<file path="config.mk">
export PLATFORM = sky130hd
export DESIGN_NAME = pmod_i2s2_if
export DESIGN_NICKNAME = d
export VERILOG_FILES = /design/src/rtl/pmod_i2s2_pkg.sv /design/src/rtl/i2s_clkgen.sv /design/src/rtl/pmod_i2s2_if.sv
export SDC_FILE = /design/constraint.sdc
export NUM_CORES = 1
export LEC_CHECK = 0
export CORE_UTILIZATION = 59
export DETAILED_ROUTE_END_ITERATION = 8
export HOLD_SLACK_MARGIN = 0.03
export PLACE_DENSITY = 0.87
export SETUP_SLACK_MARGIN = 0.4
export SKIP_CTS_REPAIR_TIMING = 1
export SYNTH_ARGS = -nofsm -noshare
export SYNTH_HDL_FRONTEND = slang
export SYNTH_SLANG_ARGS = --single-unit
</file>
<file path="constraint.sdc">
create_clock -name clk_in -period 6.8 [get_ports clk_in]
set_input_delay 1.36 -clock clk_in [delete_from_list [all_inputs] [get_ports clk_in]]
set_output_delay 1.36 -clock clk_in [all_outputs]
set_load 0.05 [all_outputs]
</file>
<file path="src/rtl/pmod_i2s2_pkg.sv">
// Shared types and constants for the Pmod I2S2 interface.
package pmod_i2s2_pkg;
  localparam int unsigned SAMPLE_WIDTH = 24;
  localparam int unsigned SLOTS_PER_CH = 32;
  localparam int unsigned FRAME_CNT_W  = 9;
  localparam int unsigned SLOT_W       = 5;

  typedef logic signed [SAMPLE_WIDTH-1:0] sample_t;

  typedef struct packed {
    sample_t left;
    sample_t right;
  } stereo_t;

  // True for slots 1..SAMPLE_WIDTH, which carry MSB..LSB.
  function automatic logic is_data_slot(input logic [SLOT_W-1:0] slot);
    return (slot >= SLOT_W'(1)) && (slot <= SLOT_W'(SAMPLE_WIDTH));
  endfunction

  // Serial bit of a word for a given slot; zero in the delay and pad slots.
  function automatic logic tx_bit(input sample_t w, input logic [SLOT_W-1:0] slot);
    logic [SLOT_W-1:0] idx;
    idx = SLOT_W'(SAMPLE_WIDTH) - slot;
    if (is_data_slot(slot)) return w[idx];
    return 1'b0;
  endfunction
endpackage

</file>
<file path="src/rtl/i2s_clkgen.sv">
// Frame counter and derived MCLK/SCLK/LRCK plus per-slot strobes.
module i2s_clkgen
  import pmod_i2s2_pkg::*;
(
  input  logic                   clk_i,
  input  logic                   rst_ni,
  output logic [FRAME_CNT_W-1:0] cnt_o,
  output logic                   mclk_o,
  output logic                   sclk_o,
  output logic                   lrck_o,
  output logic                   capture_stb_c,
  output logic                   shift_stb_c,
  output logic                   frame_start_c
);
  logic [FRAME_CNT_W-1:0] cnt_q, cnt_d;
  logic                   mclk_q, sclk_q, lrck_q;

  // Free-running wrap counter.
  always_comb begin
    cnt_d = FRAME_CNT_W'(cnt_q + 1'b1);
  end

  // Clock flops load from the next count so they stay aligned with cnt_q.
  always_ff @(posedge clk_i or negedge rst_ni) begin
    if (!rst_ni) begin
      cnt_q  <= '0;
      mclk_q <= 1'b0;
      sclk_q <= 1'b0;
      lrck_q <= 1'b0;
    end else begin
      cnt_q  <= cnt_d;
      mclk_q <= cnt_d[0];
      sclk_q <= cnt_d[2];
      lrck_q <= cnt_d[FRAME_CNT_W-1];
    end
  end

  // Capture just after SCLK rise; shift one cycle before SCLK fall.
  always_comb begin
    capture_stb_c = (cnt_q[2:0] == 3'b100);
    shift_stb_c   = (cnt_q[2:0] == 3'b111);
    frame_start_c = (cnt_q == '0);
  end

  assign cnt_o  = cnt_q;
  assign mclk_o = mclk_q;
  assign sclk_o = sclk_q;
  assign lrck_o = lrck_q;
endmodule

</file>
<file path="src/rtl/pmod_i2s2_if.sv">
// Pmod I2S2 top: clock generation, ADC deserialiser and DAC serialiser.
module pmod_i2s2_if
  import pmod_i2s2_pkg::*;
(
  input  logic    clk_in,
  input  logic    rst_in,
  input  logic    lin_sdout_in,
  output logic    lin_mclk_out,
  output logic    lin_sclk_out,
  output logic    lin_lrck_out,
  output logic    lout_mclk_out,
  output logic    lout_sclk_out,
  output logic    lout_lrck_out,
  output logic    lout_sdin_out,
  output sample_t left_out,
  output sample_t right_out,
  output logic    valid_out,
  input  sample_t left_in,
  input  sample_t right_in
);
  logic [FRAME_CNT_W-1:0] cnt, tx_cnt;
  logic                   mclk, sclk, lrck;
  logic                   capture_stb, shift_stb, frame_start;
  logic [SLOT_W-1:0]      rx_slot;
  logic                   rx_data, rx_last;

  sample_t left_sr_q, left_sr_d, right_sr_q, right_sr_d, shadow_q, shadow_d;
  stereo_t out_q, out_d, lat_q, lat_d;
  logic    pend_q, pend_d, valid_q, valid_d, sdin_q, sdin_d;

  i2s_clkgen u_clkgen (
    .clk_i         (clk_in),
    .rst_ni        (rst_in),
    .cnt_o         (cnt),
    .mclk_o        (mclk),
    .sclk_o        (sclk),
    .lrck_o        (lrck),
    .capture_stb_c (capture_stb),
    .shift_stb_c   (shift_stb),
    .frame_start_c (frame_start)
  );

  assign rx_slot = cnt[SLOT_W+2:3];
  assign rx_data = is_data_slot(rx_slot);
  assign rx_last = (rx_slot == SLOT_W'(SAMPLE_WIDTH));
  assign tx_cnt  = FRAME_CNT_W'(cnt + 1'b1);

  // ADC deserialiser: per-channel shift, left shadow, frame publish.
  always_comb begin
    left_sr_d  = left_sr_q;
    right_sr_d = right_sr_q;
    shadow_d   = shadow_q;
    pend_d     = 1'b0;
    out_d      = out_q;
    valid_d    = 1'b0;
    if (capture_stb && rx_data) begin
      if (!cnt[FRAME_CNT_W-1]) begin
        left_sr_d = sample_t'({left_sr_q[SAMPLE_WIDTH-2:0], lin_sdout_in});
        if (rx_last) shadow_d = left_sr_d;
      end else begin
        right_sr_d = sample_t'({right_sr_q[SAMPLE_WIDTH-2:0], lin_sdout_in});
        if (rx_last) pend_d = 1'b1;
      end
    end
    if (pend_q) begin
      out_d.left  = shadow_q;
      out_d.right = right_sr_q;
      valid_d     = 1'b1;
    end
  end

  // DAC serialiser: latch words at frame start, present the next slot's bit at SCLK fall.
  always_comb begin
    lat_d  = lat_q;
    sdin_d = sdin_q;
    if (frame_start) begin
      lat_d.left  = left_in;
      lat_d.right = right_in;
    end
    if (shift_stb) begin
      sdin_d = tx_bit(tx_cnt[FRAME_CNT_W-1] ? lat_q.right : lat_q.left, tx_cnt[SLOT_W+2:3]);
    end
  end

  // Datapath state.
  always_ff @(posedge clk_in or negedge rst_in) begin
    if (!rst_in) begin
      left_sr_q  <= '0;
      right_sr_q <= '0;
      shadow_q   <= '0;
      pend_q     <= 1'b0;
      out_q      <= '0;
      valid_q    <= 1'b0;
      lat_q      <= '0;
      sdin_q     <= 1'b0;
    end else begin
      left_sr_q  <= left_sr_d;
      right_sr_q <= right_sr_d;
      shadow_q   <= shadow_d;
      pend_q     <= pend_d;
      out_q      <= out_d;
      valid_q    <= valid_d;
      lat_q      <= lat_d;
      sdin_q     <= sdin_d;
    end
  end

  assign lin_mclk_out  = mclk;
  assign lin_sclk_out  = sclk;
  assign lin_lrck_out  = lrck;
  assign lout_mclk_out = mclk;
  assign lout_sclk_out = sclk;
  assign lout_lrck_out = lrck;
  assign lout_sdin_out = sdin_q;
  assign left_out      = out_q.left;
  assign right_out     = out_q.right;
  assign valid_out     = valid_q;
endmodule

</file>
Word level (Yosys, flattened, before mapping)
Cells that the tools add are included.

Word-level logic and storage cells: 43. Register bits: 182. Input port bits: 51.

Eq/ne operators: 3. Magnitude comparators: 5. Bitwise gates (word level): 1. Muxes and demuxes: 11. $add $sub $neg: 2. Reductions and logical operators: 7.

Operators with widths (count): $mux W24 (1); $ge A5 B1 Y1 const B (2); $le A5 B5 Y1 const B (2); $add A9 B1 Y9 const B (1); $logic_not A9 Y1 (1); $mux W1 (9); $eq A3 B3 Y1 const B (2); $lt A5 B6 Y1 const B (1); $bmux W1 S5 (1); $eq A5 B5 Y1 const B (1); $sub A5 B5 Y5 const A (1); $reduce_and A2 Y1 (2); $logic_and A1 B1 Y1 (3); $reduce_and A3 Y1 (1); $not A1 Y1 (1).

Longest topological paths before layout
Depth in word-level cells: 6. Depth in mapped cells: 12.

Cells and area by module
A second synthesis with hierarchy kept.

Cells, all modules: 512. Area total of the unflattened synthesis: 7557.2 µm².

By module, submodules not included: pmod_i2s2_if (cells an instance 476, seq. area each 4254.1 µm², times used 1, area each 7139.3 µm²); i2s_clkgen (cells an instance 36, seq. area each 225.2 µm², times used 1, area each 417.9 µm²).

Worst setup path before layout
No wires, ideal clock.

Path type: register to register. Start: register u_clkgen.cnt_q[2] (netlist: u_clkgen.cnt_o[2]). End: register sdin_q (netlist: lout_sdin_out). Arrival time: 2.913 ns. Stages on the path, launching flop included: 12. Buffers on the path: 4. Slack: 3.792 ns. Cells stage by stage: dfrtp_1 -> buf_2 -> nand3_1 -> xnor2_1 -> buf_4 -> buf_4 -> ha_1 -> clkbuf_1 -> nand2_1 -> o311a_1 -> a31o_1 -> o31ai_1.

Word-level cells in the longest chain between the ends: 6. Elaborated cells on any way between the ends: 13.

Ends and longest elaborated chain: start, declared (line i2s_clkgen.sv:15) `logic [FRAME_CNT_W-1:0] cnt_q, cnt_d;`; start signal, assigned (line i2s_clkgen.sv:31) `cnt_q <= cnt_d;`; $add A9 B1 Y9 * (line pmod_i2s2_if.sv:46) `assign tx_cnt = FRAME_CNT_W'(cnt + 1'b1);`; named net tx_cnt[3] (line pmod_i2s2_if.sv:21) `logic [FRAME_CNT_W-1:0] cnt, tx_cnt;`; $sub A5 B5 Y5, or another cell as far along (line pmod_i2s2_pkg.sv:23) `idx = SLOT_W'(SAMPLE_WIDTH) - slot;`; $bmux W1 S5 or $logic_and A1 B1 Y1 (tied branches) (line pmod_i2s2_pkg.sv:24, pmod_i2s2_pkg.sv:17); $mux W1 (not written as such) (line pmod_i2s2_pkg.sv:24) `if (is_data_slot(slot)) return w[idx];`; $mux W1 (on tied branches) (line pmod_i2s2_pkg.sv:24, pmod_i2s2_if.sv:80); $mux W1 * (line pmod_i2s2_pkg.sv:25) `return 1'b0;`; end signal, assigned (line pmod_i2s2_if.sv:104) `sdin_q <= sdin_d;`; end, declared (line pmod_i2s2_if.sv:29) `logic pend_q, pend_d, valid_q, valid_d, sdin_q, sdin_d;`.

The timed path passes the listed nets; every way through them passes the cells marked *. The select of a mux whose other input is x is not followed. A chain may end at the register's enable or synchronous reset.

==> report_table.html <==
<table>
<tr><th>Metric</th><th>Value</th></tr>
<tr><th colspan="2">Hold path</th></tr>
<tr><td>Number of cells traversed by the worst hold path</td><td>1</td></tr>
<tr><td>Kind of path behind the tightest hold check</td><td>reg2reg</td></tr>
<tr><td>Launch instance of the worst min-delay path</td><td>shadow_q[3]$_DFFE_PN0P_</td></tr>
<tr><td>End point of the most critical hold path</td><td>shadow_q[3]$_DFFE_PN0P_</td></tr>
<tr><th colspan="2">Timing</th></tr>
<tr><td>Setup violators final</td><td>0</td></tr>
<tr><td>Worst slew margin relative to its limit</td><td>approximately a quarter</td></tr>
<tr><td>Unrepaired setup endpoints after global routing</td><td>no</td></tr>
<tr><td>Post-Route Skew</td><td>0.00768 ns</td></tr>
<tr><td>Final WS setup</td><td>about 3.3 ns</td></tr>
<tr><td>Worst-Margin Slew</td><td>roughly 1.1 ns</td></tr>
<tr><td>Final critical path time including I/O delays and setup</td><td>approximately 3.5 ns</td></tr>
<tr><td>Hold violation count in the final report</td><td>0</td></tr>
<tr><td>Tcrit/Tclk final</td><td>50.8%</td></tr>
<tr><td>Final-report max-slew violation count</td><td>0</td></tr>
<tr><td>Setup_tns</td><td>0 ns</td></tr>
<tr><td>Max frequency</td><td>~0.29 GHz</td></tr>
<tr><th colspan="2">CTS</th></tr>
<tr><td>Clock tree sinks</td><td>179</td></tr>
<tr><td>Insertion delay of the later-clocked pin in the worst-skew pair</td><td>~0.42 ns</td></tr>
<tr><td>TritonCTS clock tree</td><td>yes</td></tr>
<tr><td>Clock buffer count from CTS</td><td>17</td></tr>
<tr><td>Root Buffer</td><td>sky130_fd_sc_hd__clkbuf_16</td></tr>
<tr><td>Number of H-tree branching levels</td><td>4</td></tr>
<tr><td>Clk pin slew, worst setup/hold paths</td><td>about 0.06 ns</td></tr>
<tr><td>CTS Buffer Depth</td><td>2</td></tr>
<tr><th colspan="2">Drt</th></tr>
<tr><td>Via density</td><td>5.58</td></tr>
<tr><td>Detailed Routing Iterations Pass 1</td><td>4</td></tr>
<tr><td>Routed wire length per instance</td><td>between 15 and 20 um</td></tr>
<tr><td>Number of antenna-violating nets in the routed design</td><td>0</td></tr>
<tr><td>Number of DRC violations after detailed-routing iteration 0</td><td>around 230</td></tr>
<tr><td>Vias</td><td>4439</td></tr>
<tr><td>Remaining design rule violation count</td><td>0</td></tr>
<tr><td>Total wire length</td><td>roughly 14 mm</td></tr>
<tr><th colspan="2">Yosys</th></tr>
<tr><td>Most used flip-flop cell after synthesis</td><td>sky130_fd_sc_hd__dfrtp_1</td></tr>
<tr><td>Distinct cell type count after synthesis</td><td>between 50 and 60</td></tr>
<tr><td>Most common library cells after synthesis</td><td>179 x sky130_fd_sc_hd__dfrtp_1, 96 x sky130_fd_sc_hd__mux2_1, 71 x sky130_fd_sc_hd__mux2_2</td></tr>
<tr><td>Post-synth EDFFs</td><td>0</td></tr>
<tr><td>Register area share after synthesis</td><td>a little under 60%</td></tr>
<tr><td>Average instance area after synthesis</td><td>14.7 um2</td></tr>
<tr><td>Top cells by area, synth</td><td>sky130_fd_sc_hd__dfrtp_1 59%, sky130_fd_sc_hd__mux2_1 14%, sky130_fd_sc_hd__mux2_2 11%</td></tr>
<tr><td>Fraction of registers with async set or reset after synthesis</td><td>100%</td></tr>
<tr><td>Count of mapped cells out of synthesis</td><td>between 500 and 600</td></tr>
<tr><td>Synthesized netlist net count</td><td>570</td></tr>
<tr><td>Flip-flop and latch count after synthesis</td><td>~180</td></tr>
<tr><td>Yosys warning count</td><td>0</td></tr>
<tr><td>Share of the synthesized area in the top cell type</td><td>about three fifths</td></tr>
<tr><td>Most frequent cell after synthesis</td><td>sky130_fd_sc_hd__dfrtp_1</td></tr>
<tr><td>Total standard cell area after synthesis</td><td>around 0.0076 mm2</td></tr>
<tr><td>Area leader, netlist</td><td>sky130_fd_sc_hd__dfrtp_1</td></tr>
<tr><th colspan="2">Floorplanning</th></tr>
<tr><td>Die H</td><td>approximately 120 um</td></tr>
<tr><td>Placeable Area</td><td>between 0.01 and 0.015 mm2</td></tr>
<tr><td>Area enclosed by the die boundary</td><td>~0.013 mm2</td></tr>
<tr><td>Effective utilization at floorplan</td><td>between 60% and 70%</td></tr>
<tr><td>Die span in x</td><td>around 120 um</td></tr>
<tr><td>Total number of placement rows</td><td>40</td></tr>
<tr><td>Number of top-level pins</td><td>approximately 110</td></tr>
<tr><th colspan="2">Final layout</th></tr>
<tr><td>Summed area of non-filler cells in the final layout</td><td>slightly above 0.009 mm2</td></tr>
<tr><td>Area delta synth-&gt;final</td><td>23.0%</td></tr>
<tr><td>Final net count</td><td>~670</td></tr>
<tr><td>Fraction of final layout cells with drive strength greater than 1</td><td>between 10% and 20%</td></tr>
<tr><td>Fraction of the core area covered by cells at the end of the flow</td><td>between 70% and 80%</td></tr>
<tr><td>Antenna diodes</td><td>0</td></tr>
<tr><th colspan="2">Critical path</th></tr>
<tr><td>CP cell instances</td><td>clkdlybuf4s50_1</td></tr>
<tr><td>Reg-to-reg critical path startpoint</td><td>u_clkgen.cnt_o[2]$_DFF_PN0_</td></tr>
<tr><td>Worst Reg-to-Reg Cells</td><td>12</td></tr>
<tr><td>Worst setup slack for register-to-register paths</td><td>approximately 3.7 ns</td></tr>
<tr><td>Signal arrival time at the worst endpoint</td><td>between 2 and 2.5 ns</td></tr>
<tr><td>Critical path endpoint category</td><td>primary output</td></tr>
<tr><td>Data required, critical path</td><td>between 5 and 6 ns</td></tr>
<tr><td>Class of the most critical setup path</td><td>reg2out</td></tr>
<tr><td>Family of cells with the greatest summed delay on the critical path</td><td>buffers and inverters</td></tr>
<tr><td>Worst reg2reg endpoint</td><td>lout_sdin_out$_DFFE_PN0N_</td></tr>
<tr><td>Crit-path max FO</td><td>21</td></tr>
<tr><td>Delay of the slowest cell on the worst path</td><td>~0.92 ns</td></tr>
<tr><td>WP buf/inv</td><td>1</td></tr>
<tr><td>Startpoint class of the critical path</td><td>register</td></tr>
<tr><td>Slowest CP cell</td><td>sky130_fd_sc_hd__clkdlybuf4s50_1</td></tr>
<tr><th colspan="2">Pwr</th></tr>
<tr><td>Clock network fraction of design power</td><td>between 40% and 50%</td></tr>
<tr><td>Cell internal pwr</td><td>1.61 mW</td></tr>
<tr><td>Switching share of power</td><td>between 20% and 30%</td></tr>
<tr><td>Static power due to leakage</td><td>between 4 and 5 nW</td></tr>
<tr><td>P_sw</td><td>453 uW</td></tr>
<tr><td>Ratio of total power to cell area</td><td>222 mW/mm2</td></tr>
<tr><td>Combinational fraction of design power</td><td>3.5%</td></tr>
<tr><td>Part of the total power dissipated in sequential elements</td><td>52.9%</td></tr>
<tr><td>Peak supply drop</td><td>~0.15 mV</td></tr>
<tr><td>Final Power</td><td>between 2 and 2.5 mW</td></tr>
<tr><th colspan="2">Status</th></tr>
<tr><td>Status</td><td>finished clean</td></tr>
<tr><th colspan="2">Job</th></tr>
<tr><td>Max-capacitance violation count</td><td>0</td></tr>
<tr><th colspan="2">GRT</th></tr>
<tr><td>Largest net degree at the start of global routing</td><td>roughly 110</td></tr>
<tr><td>Number of global-route vias before repair</td><td>4694</td></tr>
<tr><td>Overall track demand over capacity in global routing</td><td>between 20 and 25%</td></tr>
<tr><td>Initial antenna violation count</td><td>0</td></tr>
<tr><td>Global-route wire length before repair</td><td>23.2 mm</td></tr>
<tr><td>Overflow after GRT</td><td>0</td></tr>
<tr><th colspan="2">Placement</th></tr>
<tr><td>Port bufs</td><td>~110</td></tr>
<tr><td>Placed instance area</td><td>about 0.0087 mm2</td></tr>
<tr><td>Gpl congestion</td><td>0.859</td></tr>
<tr><td>Pre-CTS setup slack</td><td>between 3 and 4 ns</td></tr>
<tr><td>Post-detail-place hpwl</td><td>9.29 mm</td></tr>
</table>
worst max path at each step:
stage                     depth (start not counted)                        start                   endpoint  slack, ns
after floorplan                                  11  u_clkgen.cnt_o[2]$_DFF_PN0_  lout_sdin_out$_DFFE_PN0N_       3.79
after global placement                            2                       rst_in    left_out[9]$_DFFE_PN0P_       3.84
after detailed placement                          2                       rst_in    left_out[9]$_DFFE_PN0P_       3.78
after CTS                                         1  u_clkgen.cnt_o[8]$_DFF_PN0_               lin_lrck_out       3.34
after global routing                              1  u_clkgen.cnt_o[8]$_DFF_PN0_               lin_lrck_out       3.27
final                                             1  u_clkgen.cnt_o[8]$_DFF_PN0_               lin_lrck_out       3.35
power by group through the flow:
stage	Sequential, mW	Clock, mW	Combinational [mW]
6_report	1.09	0.901	0.0729
5_1_grt	1.09	0.970	0.0820
4_1_cts	1.09	0.922	0.0752
3_5_place_dp	1.11	0	0.0750
3_3_place_gp	1.11	0	0.0718
2_1_floorplan	1.11	0	0.0189
routing by layer:
metal  up-vias  global-route usage [%]  wire (um)  share of wire (%)
li1       2060                       -          -                  -
met1      2240                    30.4       6130                 45
met2       115                    36.5       6660                 49
met3        24                    5.48        513                3.8
met4         0                    10.4        265                2.0
met5         -                       0          0                  0
cell families (layout without fill, tap and decap cells):
group / after synthesis / count (layout) / synth area share, %
and+or+nand+nor: 75 / 75 / 5.86
xor gates and xnor gates: 7 / 7 / 1.19
DFF: 179 / 179 / 59.3
buffers and inverters: 35 / 149 / 2.29
adders and majority gates: 5 / 5 / 0.828
muxes: 182 / 182 / 27.2
AOI/OAI and AO/OA: 31 / 31 / 3.31
area by class of cell:
type                            count  area (um2)
Clock inverter                     13         105
Sequential cell                   179        4480
Timing Repair Buffer              111        1100
Tap cell                          168         210
Inverter                            6        27.5
Clock buffer                       19         453
Multi-Input combinational cell    300        2910
Fill cell                         740        2970
per-stage QoR:
| stage | std cells | hold WS, ns |
|---|---|---|
| 3_5_place_dp | 764 | 0.473 |
| 5_1_grt | 796 | 0.497 |
| 3_3_place_gp | 764 | 0.464 |
| 4_1_cts | 796 | 0.489 |
| 2_1_floorplan | 514 | 0.389 |
| 6_report | 796 | 0.486 |
cells in the final DEF (no fill, tap or decap), types with 5 or more instances in the layout:
cell / n
sky130_fd_sc_hd__nor2_1: 7
sky130_fd_sc_hd__clkbuf_16: 17
sky130_fd_sc_hd__dfrtp_1: 178
sky130_fd_sc_hd__ha_1: 5
sky130_fd_sc_hd__inv_1: 5
sky130_fd_sc_hd__nand2_1: 18
sky130_fd_sc_hd__nand2b_1: 11
sky130_fd_sc_hd__clkdlybuf4s50_1: 105
sky130_fd_sc_hd__mux2i_1: 13
sky130_fd_sc_hd__nand3_1: 12
sky130_fd_sc_hd__mux2_2: 71
sky130_fd_sc_hd__buf_4: 5
sky130_fd_sc_hd__mux2_1: 96
flip-flops by register name (all words and copies together) (netlist names):
register / flops
left_out: 24
valid_out: 1
u_clkgen.cnt_o: 9
lout_sdin_out: 1
pend_q: 1
lat_q: 48
left_sr_q: 23
shadow_q: 24
right_out: 24
right_sr_q: 24
Power figures use the tool's default switching activity.
